`src/rtl/bus_owner_arbiter.sv`:
```
// Round-robin owner arbiter for a shared registered bus.
// One-cycle turnaround between owners and a bounded hold time.
module bus_owner_arbiter #(
  parameter int WIDTH    = 8,
  parameter int MAX_HOLD = 15
) (
  input  logic               clk,
  input  logic               reset,
  input  logic [3:0]         req,
  input  logic [3:0]         done,
  input  logic [4*WIDTH-1:0] bus_in,
  output logic [3:0]         grant,
  output logic [1:0]         owner,
  output logic [WIDTH-1:0]   bus_out,
  output logic               bus_valid,
  output logic               timeout
);

  localparam int HW = $clog2(MAX_HOLD + 1);
  localparam logic [HW-1:0] HOLD_LAST = HW'(MAX_HOLD - 1);

  typedef enum logic [1:0] {
    IDLE,
    OWN,
    TURN
  } state_e;

  state_e           state_q, state_d;
  logic [3:0]       grant_q, grant_d;
  logic [1:0]       owner_q, owner_d;
  logic [1:0]       ptr_q, ptr_d;
  logic [HW-1:0]    hold_q, hold_d;
  logic [WIDTH-1:0] bus_q, bus_d;
  logic             valid_q, valid_d;
  logic             tmo_q, tmo_d;

  logic       found;
  logic [1:0] win;
  logic [1:0] idx;
  logic       own_done;
  logic       own_req;
  logic       at_last;

  // Rotating priority search starting at ptr
  always_comb begin
    found = 1'b0;
    win   = ptr_q;
    idx   = ptr_q;
    for (int k = 0; k < 4; k++) begin
      idx = ptr_q + 2'(k);
      if (!found && req[idx]) begin
        found = 1'b1;
        win   = idx;
      end
    end
  end

  assign own_done = done[owner_q];
  assign own_req  = req[owner_q];
  assign at_last  = (hold_q == HOLD_LAST);

  always_comb begin
    state_d = state_q;
    grant_d = grant_q;
    owner_d = owner_q;
    ptr_d   = ptr_q;
    hold_d  = hold_q;
    tmo_d   = 1'b0;
    unique case (state_q)
      IDLE, TURN: begin
        if (found) begin
          state_d = OWN;
          grant_d = 4'b0001 << win;
          owner_d = win;
          hold_d  = '0;
        end else begin
          state_d = IDLE;
          grant_d = '0;
        end
      end
      OWN: begin
        if (own_done || !own_req || at_last) begin
          state_d = TURN;
          grant_d = '0;
          ptr_d   = owner_q + 2'd1;
          tmo_d   = !own_done && own_req && at_last;
        end else begin
          hold_d  = hold_q + HW'(1);
        end
      end
      default: begin
        state_d = IDLE;
        grant_d = '0;
      end
    endcase
  end

  // Data follows grant by one cycle, including the release cycle
  always_comb begin
    valid_d = (state_q == OWN);
    bus_d   = bus_q;
    if (state_q == OWN) begin
      bus_d = bus_in[int'(owner_q)*WIDTH +: WIDTH];
    end
  end

  always_ff @(posedge clk or posedge reset) begin
    if (reset) begin
      state_q <= IDLE;
      grant_q <= '0;
      owner_q <= '0;
      ptr_q   <= '0;
      hold_q  <= '0;
      bus_q   <= '0;
      valid_q <= 1'b0;
      tmo_q   <= 1'b0;
    end else begin
      state_q <= state_d;
      grant_q <= grant_d;
      owner_q <= owner_d;
      ptr_q   <= ptr_d;
      hold_q  <= hold_d;
      bus_q   <= bus_d;
      valid_q <= valid_d;
      tmo_q   <= tmo_d;
    end
  end

  assign grant     = grant_q;
  assign owner     = owner_q;
  assign bus_out   = bus_q;
  assign bus_valid = valid_q;
  assign timeout   = tmo_q;

endmodule

```
`config.mk`:
```
export PLATFORM = sky130hd
export DESIGN_NAME = bus_owner_arbiter
export DESIGN_NICKNAME = d
export VERILOG_FILES = /design/src/rtl/bus_owner_arbiter.sv
export SDC_FILE = /design/constraint.sdc
export NUM_CORES = 1
export LEC_CHECK = 0
export ABC_AREA = 1
export CAP_MARGIN = 20
export CORE_AREA = 2 2 78 80
export CTS_CLUSTER_SIZE = 8
export DETAILED_ROUTE_END_ITERATION = 8
export DIE_AREA = 0 0 80 82
export MAX_ROUTING_LAYER = met4
export PLACE_DENSITY = 0.6
export SLEW_MARGIN = 20
export SYNTH_ARGS = -nofsm -noshare
export SYNTH_HDL_FRONTEND = slang
export SYNTH_SLANG_ARGS = --single-unit
```
`constraint.sdc`:
```
create_clock -name clk -period 4.5 [get_ports clk]
set_input_delay 0.675 -clock clk [delete_from_list [all_inputs] [get_ports clk]]
set_output_delay 0.675 -clock clk [all_outputs]
set_load 0.05 [all_outputs]
```
Yosys cells after proc, flatten, opt, wreduce, memory -nomap -nowiden
Index checks and enable logic that the tools add are counted.

storage, ports and cells
  bits in registers = 24
  input bits = 42
  logic and storage cells = 74

operators by class
  add/sub/neg operators = 5
  magnitude comparators = 5
  equal/unequal tests = 6
  shift operators = 2
  muxes and demuxes = 30
  reduce and logical (&&, ||, !) cells = 18

operators with widths
  operator                                             count
  indexed part select 32 x 6 -> 8 bit                  1
  2-to-1 mux 4 bit                                     4
  case mux 4 bit (2 select lines)                      2
  < comparator 2 x 3 -> 1 bit (second input constant)  5
  2-to-1 mux 1 bit                                     13
  binary-select mux 1 bit (select 2 bit)               6
  2-to-1 mux 2 bit                                     4
  logical AND 1 bit                                    5
  logical NOT 1 bit                                    5
  adder 2 x 1 -> 2 bit (second input constant)         2
  adder 2 bit (second input constant)                  2
  adder 4 x 1 -> 4 bit (second input constant)         1
  == test 4 bit (second input constant)                1
  != test 2 bit (second input constant)                2
  case mux 2 bit (2 select lines)                      1
  AND reduction 2 bit                                  2
  << shifter 1 x 2 -> 4 bit (first input constant)     1
  AND reduction 3 bit                                  1
  == test 2 x 1 -> 1 bit (second input constant)       1
  == test 2 bit (second input constant)                1
  logical NOT 2 bit                                    1
  logical OR 1 bit                                     2
  != test 2 x 1 -> 1 bit (second input constant)       1
  nonzero test 2 bit                                   1
  OR reduction 2 bit                                   1

Longest topological paths before layout
Gate-level depths: netlist of run 1.

  depth in word-level cells = 15
  gate-level depth with buffers = 14
  mapped depth without buffers = 13

Worst setup path after synthesis of run 1
OpenSTA, ideal clock, no wires.

  path type = register to register
  from = register owner_q[1], in the netlist owner[1]
  to = register hold_q[2]
  library setup time = 119 ps
  arrival = 1727 ps
  data required time = 4381 ps
  path slack = 2654 ps
  cell stages (with the launch flop) = 10
  period minus slack after synthesis = 1846 ps
  path through = dfrtp_1 > clkinv_1 > nand3_1 > nand2_1 > inv_1 > nand3_1 > inv_1 > nand3_1 > nand2_1 > nor2_1

on the way
  cells in the longest elaborated chain, start to end = 7
  elaborated cells between the ends (all ways) = 9
  those cells by class = eq/ne (1); mux (4); reduce/logical (4)

RTL lines
  item                                    RTL line  text
  start: declaration                      30        logic [1:0] owner_q, owner_d;
  start signal: assignment                120       owner_q <= owner_d;
  binary-select mux 1 bit (select 2 bit)  59        assign own_req = req[owner_q];
  2-to-1 mux 1 bit (not written as such)  59
  logical NOT 1 bit                       82        if (own_done || !own_req || at_last) begin
  logical OR 1 bit * (2 in series)        82
  != test 2 bit (no source line) *        -
  AND reduction 3 bit (no source line) *  -
  end signal: assignment                  122       hold_q <= hold_d;
  end: declaration                        32        logic [HW-1:0] hold_q, hold_d;

Every way passes the cells marked *; elsewhere a longest branch is shown, timed or not. The select of a mux whose other input is x is not followed.
A chain may end at the register's enable or synchronous reset.

Worst setup path after layout of run 1
  from = register owner_q[0], in the netlist owner[0]
  to = output port owner[0]

RTL lines
  item              RTL line  text
  end: declaration  13        output logic [1:0] owner,

No word-level cell between the ends.

==> results.md, run 1 <==
* Status: completed
* Critical Path Start Type: flip-flop
* Vias in the first global route at 1,636
* Die X-Extent at 80 um
* Synth Area in XOR/XNOR at 0%
* CP cell instances: clkdlybuf4s50_1
* Max-Cap Viols at 0
* Share of cells above drive strength 1 at 7.59%
* Top-Level Pins at 58
* CP top delay family: buffers and inverters
* Sequential share of the synthesized area at 36.4%
* Max-Slew Margin vs Limit at 40.2%
* PD cells at 715 mW/mm2
* Proportion of synthesized area in mux cells at 0%
* CP arrival at 1.98 ns
* DR DRC count at 0
* Area of placed instances at 0.00227 mm2
* Clk sinks at 24
* DIE HEIGHT at 82 um
* Layout area overhead at 41.8%
* Post-Synth Simple-Gate Area at 44.3%
* Placer congestion estimate at 0.845
* Initial antenna violation count at 0
* Pin count of the biggest net entering global routing at 25
* Yosys reg bits at 24
* Die ar. at 0.00656 mm2
* Placement Setup Slack at 2.10 ns
* Hold wc startpoint: state_q[1]
* Unrepaired setup endpoints after global routing: false
* Cts hold-fix bufs at 0
* Via-per-instance ratio at 4.51
* Worst-path fanout max at 22
* Tmin final at 2.65 ns
* Synth Instances at 251
* Clk Tree Root Cell: clkbuf_8
* CTS buffer count at 3
* Drt first-iter violations at 89
* Largest family of logic cells by synthesized area: simple AND/OR/NAND/NOR gates
* Nets at 348
* Adder-Cell Fraction of Synth Area at 1.52%
* Leak at 0.00110 uW
* Detailed-placement wirelength estimate at 3250 um
* Total design power at 1670 uW
* H-Tree Depth at 1
* Cell variety after synth at 29
* Starting Density at 28.7%
* Setup WS post-layout at 1.85 ns
* Tcrit/Tclk final at 58.9%
* Synth Area in Compound Gates at 9.70%
* FF-to-FF path depth at 9
* Ant. Diodes at 0
* Row Count at 28
* CTS max path bufs at 2
* WL final at 4190 um
* Max-slew violations at 0
* Layout Skew at 0.00872 ns
* Final count of hold timing violations at 0
* R2R Setup Slk at 2.11 ns
* Synth Cell Area at 0.00165 mm2
* Critical path buffers and inverters at 1
* Post-synth net total at 295
* HP Class: flip-flop to flip-flop
* Post_cts resized at 0
* Setup TNS at 0 ns
* Grt total ovfl at 0
* DR vias at 1,705
* Final setup viols at 0
* VDD IR max at 0.000255 V
* WHS Path Cells at 1
* Avg WL per Cell at 11.1 um
* Worst slew pin tran at 0.896 ns
* Worst r2r src: owner[0]
* Core Region at 0.00575 mm2
* Mean Syn Cell Area at 6.58 um2
* TritonCTS clock tree: built
* Post-synth EDFFs at 0
* Drt first pass iters at 4
* Hold Path End: timeout
* CP endpoint kind: output pin
* Fmax at 377 MHz
* Antenna-violating nets left at 0
* Port Buffers at 57
* Largest stage delay on the critical path at 0.93 ns
* Critical path class: flip-flop to output pin
* Worst r2r dst: hold_q[2]
* Req. time, crit path at 3.83 ns
* Design area at 0.00234 mm2
* Clock slew at reported path FFs at 0.09 ns
* Global-route wire length before repair at 7140 um
* Synth warn at 0
* Clk Latency, worst-skew pair at 0.27 ns
* Global Route Usage Sum at 14.1%
* Dominant synthesized flop cell: dfrtp_1
* Slowest stage cell, crit path: clkdlybuf4s50_1
* Post-CTS setup buffers at 0
* FFs w/ async S/R, synth at 100%
## power breakdown
group,internal [uW],total (uW),switching [uW]
logic,364,1070,707
registers,302,416,114
clock network,119,188,69.0
## kinds of logic (layout without fill, tap and decap cells)
kind of cell    count (synthesis)  after routing
flops                          24             24
buf+inv                        31             83
compound gates                 30             30
fa+ha+maj                       2              2
simple gates                  164            164
## cell usage after synthesis (3+ instances only)
cell type | instances | area (um2)
dfrtp_1 | 24 | 601
nand3_1 | 26 | 130
nand2_2 | 6 | 37.5
nor2_1 | 46 | 173
nand3b_1 | 3 | 22.5
inv_1 | 16 | 60.1
inv_2 | 3 | 11.3
clkbuf_1 | 3 | 11.3
nand2_1 | 71 | 267
buf_2 | 3 | 15.0
a31oi_1 | 8 | 50.1
o21ai_0 | 19 | 95.1
## stage by stage
step | hold WS, ns | instances | utilization (%)
after detailed placement | 0.440 | 374 | 39.5
final | 0.441 | 378 | 40.8
after global placement | 0.438 | 374 | 39.5
after global routing | 0.464 | 378 | 40.8
after floorplan | 0.409 | 251 | -
after CTS | 0.440 | 378 | 40.8
## state kept, by name, summed over array words and instances (netlist names)
name	flops
state_q	2
owner	2
timeout	1
grant	4
bus_out	8
hold_q	4
bus_valid	1
ptr_q	2
## layout make-up
type,count,area [um2]
clock buffer,3,41.3
timing repair buffer,58,578
clock inverter,1,30.0
inverter,21,81.3
sequential,24,601
tap,75,93.8
multi-input combinational,196,917
fill,616,3400
## per-layer routing
| metal | share of wire [%] | global-route usage [%] |
|---|---|---|
| met4 | 0.60 | 2.54 |
| met3 | 6.1 | 3.19 |
| met2 | 48 | 24.8 |
| met5 | 0 | - |
| met1 | 45 | 16.7 |
## how the worst max path moves through the flow
stage                   from   endpoint  slack, ns  cells after the start
floorplan           owner[1]  hold_q[2]       2.65                      9
global placement    owner[0]  hold_q[2]       2.14                      9
detailed placement  owner[0]  hold_q[2]       2.10                      9
CTS                 owner[0]   owner[0]       1.84                      1
global route        owner[0]   owner[0]       1.76                      1
finish              owner[0]   owner[0]       1.85                      1
## cell usage in the layout, fill, tap and decap left out
master,count
nand2_1,71
clkdlybuf4s50_1,57
nor2_1,46
nand3_1,26
dfrtp_1,24
o21ai_0,19
inv_1,16
a31oi_1,8
nand2_2,6
inv_2,3
nand3b_1,3
clkbuf_8,3
nand2_4,2
nand4_1,2
nor2_2,2
a21oi_1,2
ha_1,2
inv_4,1
nand4_2,1
nor2_4,1
nand3_2,1
clkinv_1,1
nor4_1,1
o21ai_1,1
nor3_1,1
nor3_2,1
bufinv_16,1
buf_4,1
Power figures use the tool's default switching activity.
==> run 2: changes to the inputs <==
--- a/config.mk
+++ b/config.mk
@@ -12,7 +12,7 @@
 export DETAILED_ROUTE_END_ITERATION = 8
 export DIE_AREA = 0 0 80 82
 export MAX_ROUTING_LAYER = met4
-export PLACE_DENSITY = 0.6
+export PLACE_DENSITY = 0.62
 export SLEW_MARGIN = 20
 export SYNTH_ARGS = -nofsm -noshare
 export SYNTH_HDL_FRONTEND = slang
==> constraint.sdc (replaced) <==
create_clock -name clk -period 2.35 [get_ports clk]
set_input_delay 0.3525 -clock clk [delete_from_list [all_inputs] [get_ports clk]]
set_output_delay 0.3525 -clock clk [all_outputs]
set_load 0.05 [all_outputs]
==> results.md, run 2 (synthesis gave the netlist of run 1 again) <==
* Status: completed
* Pin count of the biggest net entering global routing at 25 (unchanged)
* Die X-Extent at 80 um (unchanged)
* Worst-path fanout max at 13 (-41%)
* DR DRC count at 0 (unchanged)
* Setup TNS at 0 ns (unchanged)
* CTS buffer count at 3 (unchanged)
* Max FFs per register at 8 (unchanged)
* Avg WL per Cell at 11.3 um (+1.4%)
* Area of placed instances at 0.00230 mm2 (+1.2%)
* Row Count at 28 (unchanged)
* Post_cts resized at 0 (unchanged)
* Unrepaired setup endpoints after global routing: false
* Clock slew at reported path FFs at 0.09 ns (about the same)
* Slowest stage cell, crit path: clkdlybuf4s50_1
* Final count of hold timing violations at 0 (unchanged)
* H-Tree Depth at 1 (unchanged)
* Clk sinks at 24 (unchanged)
* Initial antenna violation count at 0 (unchanged)
* Worst r2r dst: hold_q[1]
* Global-route wire length before repair at 7250 um (+1.5%)
* Critical Path Start Type: flip-flop
* Vias in the first global route at 1,626 (-0.61%)
* Placer congestion estimate at 0.849 (+0.49%)
* WHS at 0.407 ns (-0.0339 ns)
* Cell Count, Final, Fillers Out at 382 (+1.1%)
* DIE HEIGHT at 82 um (unchanged)
* VDD IR max at 0.000545 V (+110%)
* Die ar. at 0.00656 mm2 (unchanged)
* Max-slew violations at 0 (unchanged)
* FILL cells at 644 (+4.5%)
* HP Class: input port to async pin
* Commonest cells after routing, fill and taps aside: 71 x nand2_1, 56 x clkdlybuf4s50_1, 46 x nor2_1, 26 x nand3_1, 24 x dfrtp_1
* Leak at 0.00112 uW (+1.8%)
* Commonest non-fill, non-tap cell in the layout: nand2_1
* Design area at 0.00237 mm2 (+1.2%)
* FF-to-FF path depth at 11 (+2)
* TritonCTS clock tree: built
* Largest stage delay on the critical path at 0.90 ns (-0.03 ns)
* Starting Density at 28.7% (unchanged)
* Worst r2r src: ptr_q[0]
* Antenna-violating nets left at 0 (unchanged)
* Tmin final at 2.17 ns
* Detailed-placement wirelength estimate at 3350 um (+3.1%)
* Global Route Usage Sum at 14.4% (+0.36 points)
* CP endpoint kind: output pin
* Clk Tree Root Cell: clkbuf_8
* Max-Cap Viols at 0 (unchanged)
* Critical path class: flip-flop to output pin
* Cts hold-fix bufs at 0 (unchanged)
* Layout area overhead at 43.5%
* Tcrit/Tclk final at 92.5%
* Critical path buffers and inverters at 1 (unchanged)
* Final setup viols at 0 (unchanged)
* # placed instances at 378 (+1.1%)
* Core Region at 0.00575 mm2 (unchanged)
* Via-per-instance ratio at 4.65 (+3.0%)
* PD cells at 1370 mW/mm2 (+92%)
* DR vias at 1,775 (+4.1%)
* Req. time, crit path at 2.00 ns (-1.83 ns)
* Share of cells above drive strength 1 at 9.12% (+1.5 points)
* WL final at 4300 um (+2.5%)
* CP top delay family: buffers and inverters
* Fmax at 460 MHz
* Layout Skew at 0.0114 ns (+0.00270 ns)
* CP cell instances: clkdlybuf4s50_1
* Nets at 352 (+1.1%)
* Drt first pass iters at 5 (+1)
* Drt first-iter violations at 41 (-54%)
* Grt total ovfl at 0 (unchanged)
* Port Buffers at 57 (unchanged)
* Clk Latency, worst-skew pair at 0.28 ns (about the same)
* R2R Setup Slk at 0.36 ns (-1.75 ns)
* Max-Slew Margin vs Limit at 65.2% (+25 points)
* Top-Level Pins at 58 (unchanged)
* Post-CTS setup buffers at 0 (unchanged)
* Ant. Diodes at 0 (unchanged)
* CTS max path bufs at 2 (unchanged)
* Worst slew pin tran at 0.520 ns (-0.376 ns)
* CP arrival at 1.82 ns (-0.16 ns)
## run 2: cell types whose count changed in the layout (fill, tap and decap cells not counted), sizes merged
cell | before | now
buf | 1 | 6
clkdlybuf4s50 | 57 | 56
## run 2: worst max path at each step
stage	depth (start not counted)	slack (ns)	endpoint	startpoint
floorplan	9	0.50	hold_q[2]	owner[1]
global placement	10	0.38	hold_q[2]	req[1]
detailed placement	11	0.37	hold_q[1]	ptr_q[0]
CTS	1	0.15	owner[1]	owner[1]
global route	1	0.11	owner[1]	owner[1]
finish	1	0.18	owner[1]	owner[1]
## run 2: power by group
group	internal, uW	switching [uW]
Combinational	726	1400
Clock	228	141
Sequential	579	179
## run 2: routing by layer
| metal | GRT usage, % | part of all wire [%] | wire length (um) | vias up |
|---|---|---|---|---|
| met2 | 25.4 | 47 | 2030 | 53 |
| met5 | - | 0 | 0 | - |
| met4 | 5.08 | 1.4 | 61 | 0 |
| met3 | 2.64 | 5.3 | 227 | 5 |
| met1 | 16.5 | 46 | 1990 | 796 |
| li1 | - | - | - | 921 |
## run 2: worst register-to-register path, delay by kind of cell, from the launching register on
| kind | cells | cell delay (ns) |
|---|---|---|
| and+or+nand+nor | 10 | 1.01 |
| DFF | 1 | 0.66 |
| buffers and inverters | 1 | 0.24 |
## run 2: area by class of cell
| class | count | area [um2] | area share (%) |
|---|---|---|---|
| clock buffers | 3 | 41.3 | 1.74 |
| well taps | 75 | 93.8 | 3.96 |
| repair buffers | 62 | 606 | 25.6 |
| multi-input cells | 196 | 917 | 38.7 |
| flip-flops and latches | 24 | 601 | 25.3 |
| clock inverters | 1 | 30.0 | 1.27 |
| inverters | 21 | 81.3 | 3.43 |
## run 2: metrics by stage
step / power, uW / worst slack, ns / util, %
5_1_grt: 3570 / 0.110 / 41.2
2_1_floorplan: 2330 / 0.504 / -
6_report: 3250 / 0.175 / 41.2
4_1_cts: 3290 / 0.149 / 41.2
3_3_place_gp: 2900 / 0.382 / 40.0
3_5_place_dp: 2920 / 0.373 / 40.0
==> run 3: changes to the inputs <==
--- a/config.mk
+++ b/config.mk
@@ -13,6 +13,7 @@
 export DIE_AREA = 0 0 80 82
 export MAX_ROUTING_LAYER = met4
 export PLACE_DENSITY = 0.62
+export REMOVE_ABC_BUFFERS = 1
 export SLEW_MARGIN = 20
 export SYNTH_ARGS = -nofsm -noshare
 export SYNTH_HDL_FRONTEND = slang
==> results.md, run 3 (synthesis gave the netlist of run 1 again) <==
* HP Class: input port to async pin
* Starting Density at 28.7% (unchanged)
* Fin util at 41.4% (+0.13 points)
* Worst r2r src: ptr_q[0]
* H-Tree Depth at 1 (unchanged)
* DIE HEIGHT at 82 um (unchanged)
* Placer congestion estimate at 0.813 (-4.3%)
* Critical path class: flip-flop to output pin
* Max-slew violations at 0 (unchanged)
* Clock slew at reported path FFs at 0.09 ns (about the same)
* Slowest stage cell, crit path: clkdlybuf4s50_1
* TritonCTS clock tree: built
* Max FFs per register at 8 (unchanged)
* WHS at 0.416 ns (+0.00907 ns)
* Leak at 0.00113 uW (+0.45%)
* Avg WL per Cell at 11.0 um (-2.1%)
* Max-Cap Viols at 0 (unchanged)
* FILL cells at 631 (-2.0%)
* Pin count of the biggest net entering global routing at 25 (unchanged)
* Status: completed
* Tmin final at 2.04 ns (-0.134 ns)
* Max-Slew Margin vs Limit at 65.5% (+0.26 points)
* Req. time, crit path at 2.00 ns (about the same)
* Seq. cell area at 601 um2 (unchanged)
* Drt first pass iters at 4 (-1)
* Grt total ovfl at 0 (unchanged)
* Clk Tree Root Cell: clkbuf_8
* CTS max path bufs at 2 (unchanged)
* Worst-path fanout max at 8 (-5)
* VDD IR max at 0.000510 V (-6.4%)
* Fmax at 490 MHz (+6.6%)
* Final count of hold timing violations at 0 (unchanged)
* Drt first-iter violations at 87 (+110%)
* Nets at 353 (+0.28%)
* Setup TNS at 0 ns (unchanged)
* Layout Skew at 0.00690 ns (-0.00453 ns)
* Critical Path Start: owner[1]
* Tcrit/Tclk final at 86.8% (-5.7 points)
* Global Route Usage Sum at 13.9% (-0.49 points)
* Clk sinks at 24 (unchanged)
* Die ar. at 0.00656 mm2 (unchanged)
* Row Count at 28 (unchanged)
* Initial antenna violation count at 0 (unchanged)
* Post-CTS setup buffers at 0 (unchanged)
* Antenna-violating nets left at 0 (unchanged)
* Largest stage delay on the critical path at 0.87 ns (-0.03 ns)
* Clk Latency, worst-skew pair at 0.27 ns (about the same)
* Via-per-instance ratio at 4.59 (-1.2%)
* CP top delay family: buffers and inverters
* CP arrival at 1.69 ns (-0.13 ns)
* Footprint of the multi-input gates at 917 um2 (unchanged)
* WL final at 4220 um (-1.9%)
* Layout area overhead at 43.9%
* Detailed-placement wirelength estimate at 3300 um (-1.7%)
* Port Buffers at 57 (unchanged)
* Final setup viols at 0 (unchanged)
* Critical Path Start Type: flip-flop
* Global-route wire length before repair at 7140 um (-1.5%)
* Vias in the first global route at 1,647 (+1.3%)
* CTS buffer count at 3 (unchanged)
* Ant. Diodes at 0 (unchanged)
* Unrepaired setup endpoints after global routing: false
* PD cells at 1370 mW/mm2 (about the same)
* Top-Level Pins at 58 (unchanged)
* DR DRC count at 0 (unchanged)
* Commonest non-fill, non-tap cell in the layout: nand2_1
* Commonest cells after routing, fill and taps aside: 71 x nand2_1, 56 x clkdlybuf4s50_1, 46 x nor2_1, 26 x nand3_1, 24 x dfrtp_1
* Die X-Extent at 80 um (unchanged)
* Share of cells above drive strength 1 at 9.42% (+0.30 points)
* DR vias at 1,758 (-0.96%)
* CP endpoint kind: output pin
* Core Region at 0.00575 mm2 (unchanged)
* CP cell instances: clkdlybuf4s50_1
* Worst slew pin tran at 0.516 ns (-0.00385 ns)
* Cts hold-fix bufs at 0 (unchanged)
* Post_cts resized at 0 (unchanged)
* Critical path buffers and inverters at 1 (unchanged)
==> run 3: per-stage QoR <==
| step | total power [uW] | setup WS [ns] | std cells | cell area (um2) |
|---|---|---|---|---|
| 4_1_cts | 3300 | 0.291 | 383 | 2380 |
| 3_5_place_dp | 2930 | 0.343 | 379 | 2310 |
| 2_1_floorplan | 2250 | 0.120 | 241 | 1600 |
| 5_1_grt | 3560 | 0.146 | 383 | 2380 |
| 3_3_place_gp | 2910 | 0.369 | 379 | 2310 |
| 6_report | 3260 | 0.310 | 383 | 2380 |
==> run 3: where the power goes <==
part / switching, uW / internal, uW / total (uW)
sequential: 160 / 579 / 739
combinational: 1420 / 735 / 2160
clock: 138 / 228 / 366
total: 1720 / 1540 / 3260
==> run 3: worst paths after layout <==
kind,end,slack (ns),cells past startpoint
min,bus_valid,0.42,3
max in group asynchronous,hold_q[3],1.69,3
min reg2reg,timeout,0.46,1
min in group clk,timeout,0.46,1
max,owner[1],0.31,1
max reg2reg,grant[3],0.34,12
==> run 3: per-layer routing <==
layer,track usage [%],share of wire [%],up-vias
li1,-,-,924
met1,16.4,47,791
met2,24.5,47,41
met3,4.29,5.9,2
met4,1.19,0.24,0
met5,-,0,-
==> run 3: final cells by class <==
class	count	share of cell area, %
Multi-Input combinational cell	196	38.6
Timing Repair Buffer	63	25.8
Sequential cell	24	25.3
Tap cell	75	3.95
Inverter	21	3.42
Clock buffer	3	1.74
Clock inverter	1	1.26
